<file path="src/rtl/aes_seq_if.sv">
// Control/data bundle between the AES mode sequencer (master) and its host and datapath blocks (slave).
// No storage; width follows DATA_W.
interface aes_seq_if #(
    parameter int DATA_W = 128
);
    logic [1:0]        SW;
    logic              start;
    logic [DATA_W-1:0] plaintext;
    logic [1:0]        key_sel;
    logic [3:0]        num_rounds;
    logic              kex_start;
    logic              kex_done;
    logic              enc_start;
    logic              enc_done;
    logic [DATA_W-1:0] enc_data;
    logic              dec_start;
    logic              dec_done;
    logic [DATA_W-1:0] dec_data;
    logic [DATA_W-1:0] cipher_out;
    logic              busy;
    logic              done;
    logic              pass;
    logic              err;
    logic [7:0]        disp_byte;

    modport master (
        input  SW, start, plaintext, kex_done, enc_done, enc_data, dec_done, dec_data,
        output key_sel, num_rounds, kex_start, enc_start, dec_start,
               cipher_out, busy, done, pass, err, disp_byte
    );

    modport slave (
        output SW, start, plaintext, kex_done, enc_done, enc_data, dec_done, dec_data,
        input  key_sel, num_rounds, kex_start, enc_start, dec_start,
               cipher_out, busy, done, pass, err, disp_byte
    );
endinterface

</file>
<file path="src/rtl/aes_mode_sequencer.sv">
// Runs key expansion, encrypt, decrypt in turn; done rises 7 cycles after start with 1-cycle responders.
// start ignored while busy; each phase waits for its done pulse (bounded only with AES_SEQ_TIMEOUT_EN).
module aes_mode_sequencer #(
    parameter int DATA_W         = 128,
    parameter int TIMEOUT_CYCLES = 1024
) (
    input  logic      clk,
    input  logic      rst,
    aes_seq_if.master bus
);
    typedef enum logic [2:0] {S_IDLE, S_KEX, S_ENC, S_DEC, S_FIN} state_t;

    state_t            state_q, state_n;
    logic [DATA_W-1:0] pt_q;
    logic              accept, kex_adv, enc_adv, dec_adv, timeout_hit;
    logic              kex_start_n, enc_start_n, dec_start_n, done_n;

    function automatic logic [1:0] map_sel(input logic [1:0] sw);
        return (sw == 2'd3) ? 2'd0 : sw;
    endfunction

    function automatic logic [3:0] rounds_for(input logic [1:0] sel);
        case (sel)
            2'd1:    return 4'd12;
            2'd2:    return 4'd14;
            default: return 4'd10;
        endcase
    endfunction

    // A done pulse counts only in its own phase and never alongside its own start strobe.
    assign accept  = (state_q == S_IDLE) && bus.start;
    assign kex_adv = (state_q == S_KEX) && bus.kex_done && !bus.kex_start;
    assign enc_adv = (state_q == S_ENC) && bus.enc_done && !bus.enc_start;
    assign dec_adv = (state_q == S_DEC) && bus.dec_done && !bus.dec_start;

`ifdef AES_SEQ_TIMEOUT_EN
    localparam int CNT_W = $clog2(TIMEOUT_CYCLES + 1);

    logic [CNT_W-1:0] phase_cnt;
    logic             in_phase;

    assign in_phase    = (state_q == S_KEX) || (state_q == S_ENC) || (state_q == S_DEC);
    assign timeout_hit = in_phase && !(kex_adv || enc_adv || dec_adv) &&
                         (phase_cnt == CNT_W'(TIMEOUT_CYCLES - 1));

    always_ff @(posedge clk or posedge rst) begin
        if (rst) begin
            phase_cnt <= '0;
        end else if (state_n != state_q) begin
            phase_cnt <= '0;
        end else if (in_phase) begin
            phase_cnt <= phase_cnt + CNT_W'(1);
        end
    end
`else
    localparam int unused_timeout = TIMEOUT_CYCLES;
    assign timeout_hit = 1'b0;
`endif

    always_comb begin
        state_n     = state_q;
        kex_start_n = 1'b0;
        enc_start_n = 1'b0;
        dec_start_n = 1'b0;
        done_n      = 1'b0;
        case (state_q)
            S_IDLE: begin
                if (accept) begin
                    state_n     = S_KEX;
                    kex_start_n = 1'b1;
                end
            end
            S_KEX: begin
                if (kex_adv) begin
                    state_n     = S_ENC;
                    enc_start_n = 1'b1;
                end else if (timeout_hit) begin
                    state_n = S_IDLE;
                end
            end
            S_ENC: begin
                if (enc_adv) begin
                    state_n     = S_DEC;
                    dec_start_n = 1'b1;
                end else if (timeout_hit) begin
                    state_n = S_IDLE;
                end
            end
            S_DEC: begin
                if (dec_adv) begin
                    state_n = S_FIN;
                end else if (timeout_hit) begin
                    state_n = S_IDLE;
                end
            end
            S_FIN: begin
                state_n = S_IDLE;
                done_n  = 1'b1;
            end
            default: state_n = S_IDLE;
        endcase
    end

    always_ff @(posedge clk or posedge rst) begin
        if (rst) begin
            state_q        <= S_IDLE;
            pt_q           <= '0;
            bus.key_sel    <= 2'd0;
            bus.num_rounds <= 4'd10;
            bus.kex_start  <= 1'b0;
            bus.enc_start  <= 1'b0;
            bus.dec_start  <= 1'b0;
            bus.busy       <= 1'b0;
            bus.done       <= 1'b0;
            bus.pass       <= 1'b0;
            bus.err        <= 1'b0;
            bus.cipher_out <= '0;
        end else begin
            state_q       <= state_n;
            bus.kex_start <= kex_start_n;
            bus.enc_start <= enc_start_n;
            bus.dec_start <= dec_start_n;
            bus.busy      <= (state_n != S_IDLE);
            bus.done      <= done_n;
            if (accept) begin
                bus.key_sel    <= map_sel(bus.SW);
                bus.num_rounds <= rounds_for(map_sel(bus.SW));
                pt_q           <= bus.plaintext;
                bus.pass       <= 1'b0;
                bus.err        <= 1'b0;
            end
            if (enc_adv) begin
                bus.cipher_out <= bus.enc_data;
            end
            if (dec_adv) begin
                bus.pass <= (bus.dec_data == pt_q);
            end
            if (timeout_hit) begin
                bus.err  <= 1'b1;
                bus.pass <= 1'b0;
            end
        end
    end

    assign bus.disp_byte = bus.cipher_out[7:0];
endmodule

</file>
<file path="src/flat_wrapper.sv">
// flat-port wrapper written by rule: the top's interface ports become plain ports
module aes_mode_sequencer_flat 
#(
    parameter int DATA_W         = 128,
    parameter int TIMEOUT_CYCLES = 1024
)
  (clk, rst, bus_SW, bus_start, bus_plaintext, bus_kex_done, bus_enc_done, bus_enc_data, bus_dec_done, bus_dec_data, bus_key_sel, bus_num_rounds, bus_kex_start, bus_enc_start, bus_dec_start, bus_cipher_out, bus_busy, bus_done, bus_pass, bus_err, bus_disp_byte);
  aes_seq_if #(.DATA_W(DATA_W)) bus_i ();
  input  logic clk;
  input  logic rst;
  input wire logic [$bits(bus_i.SW)-1:0] bus_SW;
  input wire logic [$bits(bus_i.start)-1:0] bus_start;
  input wire logic [$bits(bus_i.plaintext)-1:0] bus_plaintext;
  input wire logic [$bits(bus_i.kex_done)-1:0] bus_kex_done;
  input wire logic [$bits(bus_i.enc_done)-1:0] bus_enc_done;
  input wire logic [$bits(bus_i.enc_data)-1:0] bus_enc_data;
  input wire logic [$bits(bus_i.dec_done)-1:0] bus_dec_done;
  input wire logic [$bits(bus_i.dec_data)-1:0] bus_dec_data;
  output wire logic [$bits(bus_i.key_sel)-1:0] bus_key_sel;
  output wire logic [$bits(bus_i.num_rounds)-1:0] bus_num_rounds;
  output wire logic [$bits(bus_i.kex_start)-1:0] bus_kex_start;
  output wire logic [$bits(bus_i.enc_start)-1:0] bus_enc_start;
  output wire logic [$bits(bus_i.dec_start)-1:0] bus_dec_start;
  output wire logic [$bits(bus_i.cipher_out)-1:0] bus_cipher_out;
  output wire logic [$bits(bus_i.busy)-1:0] bus_busy;
  output wire logic [$bits(bus_i.done)-1:0] bus_done;
  output wire logic [$bits(bus_i.pass)-1:0] bus_pass;
  output wire logic [$bits(bus_i.err)-1:0] bus_err;
  output wire logic [$bits(bus_i.disp_byte)-1:0] bus_disp_byte;
  assign bus_i.SW = bus_SW;
  assign bus_i.start = bus_start;
  assign bus_i.plaintext = bus_plaintext;
  assign bus_i.kex_done = bus_kex_done;
  assign bus_i.enc_done = bus_enc_done;
  assign bus_i.enc_data = bus_enc_data;
  assign bus_i.dec_done = bus_dec_done;
  assign bus_i.dec_data = bus_dec_data;
  assign bus_key_sel = bus_i.key_sel;
  assign bus_num_rounds = bus_i.num_rounds;
  assign bus_kex_start = bus_i.kex_start;
  assign bus_enc_start = bus_i.enc_start;
  assign bus_dec_start = bus_i.dec_start;
  assign bus_cipher_out = bus_i.cipher_out;
  assign bus_busy = bus_i.busy;
  assign bus_done = bus_i.done;
  assign bus_pass = bus_i.pass;
  assign bus_err = bus_i.err;
  assign bus_disp_byte = bus_i.disp_byte;
  aes_mode_sequencer #(.DATA_W(DATA_W), .TIMEOUT_CYCLES(TIMEOUT_CYCLES)) u_core (.clk(clk), .rst(rst), .bus(bus_i));
endmodule
</file>
<file path="config.mk">
export PLATFORM = sky130hd
export DESIGN_NAME = aes_mode_sequencer_flat
export DESIGN_NICKNAME = d
export VERILOG_FILES = /design/src/rtl/aes_seq_if.sv /design/src/rtl/aes_mode_sequencer.sv /design/src/flat_wrapper.sv
export SDC_FILE = /design/constraint.sdc
export NUM_CORES = 1
export LEC_CHECK = 0
export ABC_AREA = 1
export CAP_MARGIN = 20
export CORE_ASPECT_RATIO = 0.5
export CORE_UTILIZATION = 30
export DETAILED_ROUTE_END_ITERATION = 10
export HOLD_SLACK_MARGIN = 0.08
export PLACE_DENSITY = 0.58
export SKIP_CTS_REPAIR_TIMING = 1
export SLEW_MARGIN = 10
export SYNTH_ARGS = -nofsm -noshare
export SYNTH_HDL_FRONTEND = slang
export SYNTH_SLANG_ARGS = --single-unit
</file>
<file path="constraint.sdc">
create_clock -name clk -period 14.5 [get_ports clk]
set_input_delay 3.625 -clock clk [delete_from_list [all_inputs] [get_ports clk]]
set_output_delay 3.625 -clock clk [all_outputs]
set_load 0.02 [all_outputs]
</file>
==> flow_summary.ini, run 1 <==
[run_status]
status = complete, no violations

[cts]
clock_path_buffers = 3
clock_latency_ns = 0.55
clkSinkCount = 269
cts_tree = done
cts_buffers = 27
cts_root_buf = clkbuf_16
clk_pin_slew_ns = 0.06
cts_max_level = 1

[power]
power_frac_seq_pct = 37.1
power.switching_w = 0.00132
combPwrFrac_pct = 41.3
p_leak_nw = 8.75
power_density_nw_per_um2 = 190
clkPwrFrac_pct = 21.6
switching_share_pct = 37.4
intPower_w = 0.00221
ir_worst_vdd_mv = 0.0866
finalPower_w = 0.00353

[floorplanning]
placementRows = 51
die-area_um2 = 40400
io_pins = 541
start_util_pct = 30.5
die_y_um = 143
core_um2 = 38900
die_x_um = 283

[timing]
fin_crit_ns = 6.18
slew_violations = 0
setup_viol = 0
fmax_mhz = 162
fin_skew_ns = 0.0183
tns_ns = 0
finalCritPeriodShare_pct = 42.6
tightest_slew_ns = 1.06
rsz0062_at_grt = false
hold_ws_ns = 0.467
fin_ws_ns = 8.32
hold_viol = 0
relSlewSlack_pct = 29.1

[worst_setup_path]
cp_cell_sequence = clkdlybuf4s50_1, inv_8, buf_4, buf_4
setup.worst_path.class = primary input to async pin
endpoint_kind = async pin
cp-start-kind = primary input
crit_path_max_fanout = 133
crit_top_cell = buf_4
cpMaxStageDelayCell = buf_4
path_buf_inv = 4
crit_arrival_ns = 6.73
crit_family = buffers and inverters
worstPathRequired_ns = 15.05
cpPeakStageDelay_ns = 0.86

[synth]
postSynthCellCount = 1411
synth_seq_cells = 269
seq_area_frac_synth_pct = 56.8
syn_area_per_cell_um2 = 8.40
ys_types = 25
yosysWarnings = 0
syn_area_um2 = 11900

[layout]
layout_commonest_cell = nand2_1
final_cell_mix = nand2_1, clkdlybuf4s50_1, dfrtp_1
area_delta_synth_final_pct = 56.5
drive_above_1_share_pct = 3.30
finalNetCount = 2314

[global_route]
grt_pass1_wl_um = 61500
grt_usage_pct = 20.0
grt_overflow = 0
grt_max_degree = 134
antenna_found_initial = 8
grt_pass1_vias = 10300

[drt]
drtIter0Drc = 681
drtAntennaViolNets = 0
vias = 10300
wire_per_inst_um = 16.8
wirelength_um = 41600
dr.pass1.iters = 4
vias_per_cell = 4.17
drcViolationCount = 0

[placement]
place_hpwl_um = 31100
place.gp.congestion = 0.844
place_ws_ns = 7.66
io_buffers = 537

[run]
maxCapViolCount = 0

[hold_path]
min_path_type = flip-flop to flip-flop
[metrics by stage]
| step | utilization, % | std cells | instance area [um^2] |
|---|---|---|---|
| after floorplan | - | 1412 | 11900 |
| after global placement | 45.2 | 2420 | 17600 |
| after detailed placement | 45.2 | 2420 | 17600 |
| after CTS | 47.6 | 2470 | 18500 |
| after global routing | 47.7 | 2478 | 18600 |
| final | 47.7 | 2478 | 18600 |
[cells by family (layout without fill, tap and decap cells)]
family,after synthesis,count (layout),synth area share (%)
and+or+nand+nor,904,904,29.3
DFF,269,269,56.8
xor gates and xnor gates,117,117,8.64
buffers and inverters,102,630,4.28
AOI/OAI and AO/OA,14,14,0.591
adders and majority gates,3,3,0.317
other,2,11,0.0633
[registers in the layout, summed over array words and instances (netlist names), 2 cells and up]
signal,count
u_core.bus.cipher_out,128
u_core.pt_q,128
u_core.state_q,3
u_core.bus.key_sel,2
u_core.bus.num_rounds,2
[area by class of cell]
type                       instances  area, um^2
fill                            3852       20400
sequential                       269        6730
timing repair buffer             545        5440
multi-input combinational       1041        4620
clock buffer                      30         697
tap                              530         663
clock inverter                    20         246
inverter                          35         143
antenna                            8        20.0
[worst paths after layout]
kind                       cells after the start                         to                      start  slack, ns
max                                            4           u_core.pt_q[125]                        rst       8.32
min                                            2  u_core.bus.cipher_out[23]  u_core.bus.cipher_out[23]       0.47
min reg2reg                                    2  u_core.bus.cipher_out[23]  u_core.bus.cipher_out[23]       0.47
max in group clk                               8  u_core.bus.cipher_out[26]               bus_enc_done       8.56
min in group asynchronous                      2            u_core.pt_q[23]                        rst       3.67
max reg2reg                                    8  u_core.bus.cipher_out[26]          u_core.state_q[0]      11.57
[worst reg2reg max path, stage by stage, from the launching register on]
cell and delay, ns:
dfrtp_1 0.41, nor2_1 0.11, nand2_1 0.10, nor3_4 0.11
buf_4 0.52, clkinv_2 0.62, buf_4 0.61, nand2_1 0.27
nand2_1 0.06
[cell usage after synthesis, drive strengths merged]
| cell | count | area [um^2] |
|---|---|---|
| nand2 | 839 | 3150 |
| dfrtp | 268 | 6710 |
| xnor2 | 113 | 990 |
| buf | 57 | 339 |
| nor2 | 40 | 158 |
| inv | 35 | 131 |
| o21ai | 14 | 70.1 |
| nand4 | 12 | 75.1 |
| clkbuf | 10 | 37.5 |
| nand3 | 6 | 30.0 |
| xor2 | 4 | 35.0 |
| ha | 3 | 37.5 |
| nor3 | 3 | 31.3 |
| conb | 2 | 7.51 |
| dfstp | 1 | 26.3 |
| nand3b | 1 | 7.51 |
| nor3b | 1 | 12.5 |
| nor4 | 1 | 6.26 |
| or2 | 1 | 6.26 |
[power groups by stage]
stage / sequential [W] / combinational [W] / clock, W
final: 0.00131 / 0.00146 / 0.000761
after global routing: 0.00135 / 0.00161 / 0.000814
after CTS: 0.00131 / 0.00148 / 0.000786
after detailed placement: 0.00132 / 0.00148 / 0
after global placement: 0.00131 / 0.00146 / 0
after floorplan: 0.00149 / 0.000648 / 0
[per-layer routing]
| metal | share of wire [%] | vias up | track usage (%) |
|---|---|---|---|
| met1 | 41 | 4825 | 24.3 |
| met4 | 2.7 | 0 | 6.20 |
| met5 | 0 | - | 0 |
| met2 | 53 | 174 | 37.1 |
| met3 | 2.7 | 66 | 2.63 |
| li1 | - | 5268 | - |
No activity file was read; power rests on OpenSTA's default activity.
==> inputs of run 2 (changes only) <==
--- a/config.mk
+++ b/config.mk
@@ -11,7 +11,7 @@
 export CORE_UTILIZATION = 30
 export DETAILED_ROUTE_END_ITERATION = 10
 export HOLD_SLACK_MARGIN = 0.08
-export PLACE_DENSITY = 0.58
+export PLACE_DENSITY = 0.6
 export SKIP_CTS_REPAIR_TIMING = 1
 export SLEW_MARGIN = 10
 export SYNTH_ARGS = -nofsm -noshare
==> constraint.sdc (replaced) <==
create_clock -name clk -period 5.15 [get_ports clk]
set_input_delay 1.2875 -clock clk [delete_from_list [all_inputs] [get_ports clk]]
set_output_delay 1.2875 -clock clk [all_outputs]
set_load 0.02 [all_outputs]
==> run 2 against run 1 <==
Effect of this change: final area rose by 0.43%; largest power group unchanged; routed wire length rose by 2.4%; sequential power rose to 2.8 times the previous value; sequential share of layout area fell by 0.15 points.
==> flow_summary.ini, run 2 (synthesis gave the netlist of run 1 again) <==
[run_status]
status = complete, no violations

[drt]
drtIter0Drc = 675
drtAntennaViolNets = 0
drcViolationCount = 0
vias_per_cell = 4.21
wirelength_um = 42600
wire_per_inst_um = 17.2
vias = 10400
dr.pass1.iters = 7

[timing]
relSlewSlack_pct = 37.3
slew_violations = 0
hold_viol = 0
fmax_mhz = 330
fin_crit_ns = 3.03
setup_viol = 0
tns_ns = 0
finalCritPeriodShare_pct = 58.9
tightest_slew_ns = 0.941
fin_skew_ns = 0.0152
rsz0062_at_grt = false

[cts]
cts_root_buf = clkbuf_16
clock_path_buffers = 3
clock_latency_ns = 0.56
cts_tree = done
clk_pin_slew_ns = 0.06
cts_max_level = 1
cts_buffers = 28
clkSinkCount = 269

[floorplanning]
io_pins = 541
core_um2 = 38900
die_y_um = 143
die_x_um = 283
placementRows = 51
start_util_pct = 30.5
die-area_um2 = 40400

[worst_setup_path]
cp_cell_sequence = clkdlybuf4s50_1
worstPathRequired_ns = 3.86
cpPeakStageDelay_ns = 0.66
timing.rr.start = u_core.state_q[0]
cp.depth = 1
crit_family = buffers and inverters
endpoint_kind = output port
startpoint = u_core.bus.num_rounds[1]
crit_path_max_fanout = 2
crit_arrival_ns = 1.74
cpMaxStageDelayCell = clkdlybuf4s50_1
ff2ff_path_depth = 5
path_buf_inv = 1
setup.worst_path.class = flip-flop to output port
cp-start-kind = flip-flop

[global_route]
grt_max_degree = 145
antenna_found_initial = 6
grt_overflow = 0
grt_pass1_vias = 10100
grt_usage_pct = 20.4
grt_pass1_wl_um = 62400

[layout]
area_delta_synth_final_pct = 57.2
largest_registers = u_core.bus.cipher_out x128, u_core.pt_q x128, u_core.state_q x3
drive_above_1_share_pct = 3.14
layout_commonest_cell = nand2_1
utilization_pct = 47.9
fillers = 3759
finalNetCount = 2315
final_cell_mix = nand2_1, clkdlybuf4s50_1, dfrtp_1

[placement]
io_buffers = 537
place_hpwl_um = 31700
place.gp.congestion = 0.854

[hold_path]
min_path_type = flip-flop to flip-flop
holdPathStages = 2
min_from = u_core.bus.cipher_out[12]

[power]
ir_worst_vdd_mv = 0.303
p_leak_nw = 8.77
power_density_nw_per_um2 = 538

[run]
maxCapViolCount = 0
-- run 2: cell types whose count changed in the layout (fill, tap and decap cells not counted), moves of 2 or more --
cell,delta
clkbuf_1,+5
buf_12,+4
buf_4,-4
clkinv_2,-4
clkbuf_16,+2
diode_2,-2
-- run 2: path summary, 6_finish.rpt --
check / slack (ns) / to
worst min register to register: 0.47 / u_core.bus.cipher_out[12]
worst max register to register: 2.94 / u_core.bus.num_rounds[2]
min in group asynchronous: 1.20 / u_core.pt_q[66]
worst max-delay path: 2.12 / bus_num_rounds[1]
worst min-delay path: 0.47 / u_core.bus.cipher_out[12]
max in group asynchronous: 2.77 / u_core.bus.cipher_out[48]
-- run 2: final cells by class --
class	instances	area, um^2	share of cell area (%)
inverters	35	140	0.752
multi-input cells	1041	4620	24.8
well taps	530	663	3.56
clock inverters	15	214	1.15
clock buffers	37	766	4.11
flip-flops and latches	269	6730	36.1
diodes	6	15.0	0.0806
repair buffers	545	5490	29.4
-- run 2: metal layers --
| layer | wire length (um) | vias up | GRT usage (%) |
|---|---|---|---|
| li1 | - | 5267 | - |
| met1 | 17800 | 4932 | 25.2 |
| met2 | 22400 | 176 | 36.6 |
| met3 | 1380 | 60 | 3.21 |
| met4 | 1060 | 0 | 6.37 |
| met5 | 0 | - | 0 |
-- run 2: stage by stage --
stage	worst slack, ns	total power (W)	instances	hold slack, ns	cell area [um^2]
finish	2.12	0.0100	2478	0.465	18600
global placement	1.78	0.00781	2420	0.453	17600
floorplan	0.310	0.00602	1412	0.461	11900
global route	2.06	0.0107	2478	0.483	18600
CTS	2.06	0.0102	2472	0.471	18600
detailed placement	1.72	0.00788	2420	0.457	17600
-- run 2: power breakdown --
part	internal, W	switching [W]	total, W
Combinational	0.00191	0.00222	0.00413
Clock	0.00130	0.000910	0.00221
Sequential	0.00308	0.000607	0.00368
-- run 2: tightest hold or removal path: cells and delay by family (launching register included) --
kind / cells / cell delay [ns]
simple gates: 2 / 0.09
flops: 1 / 0.34
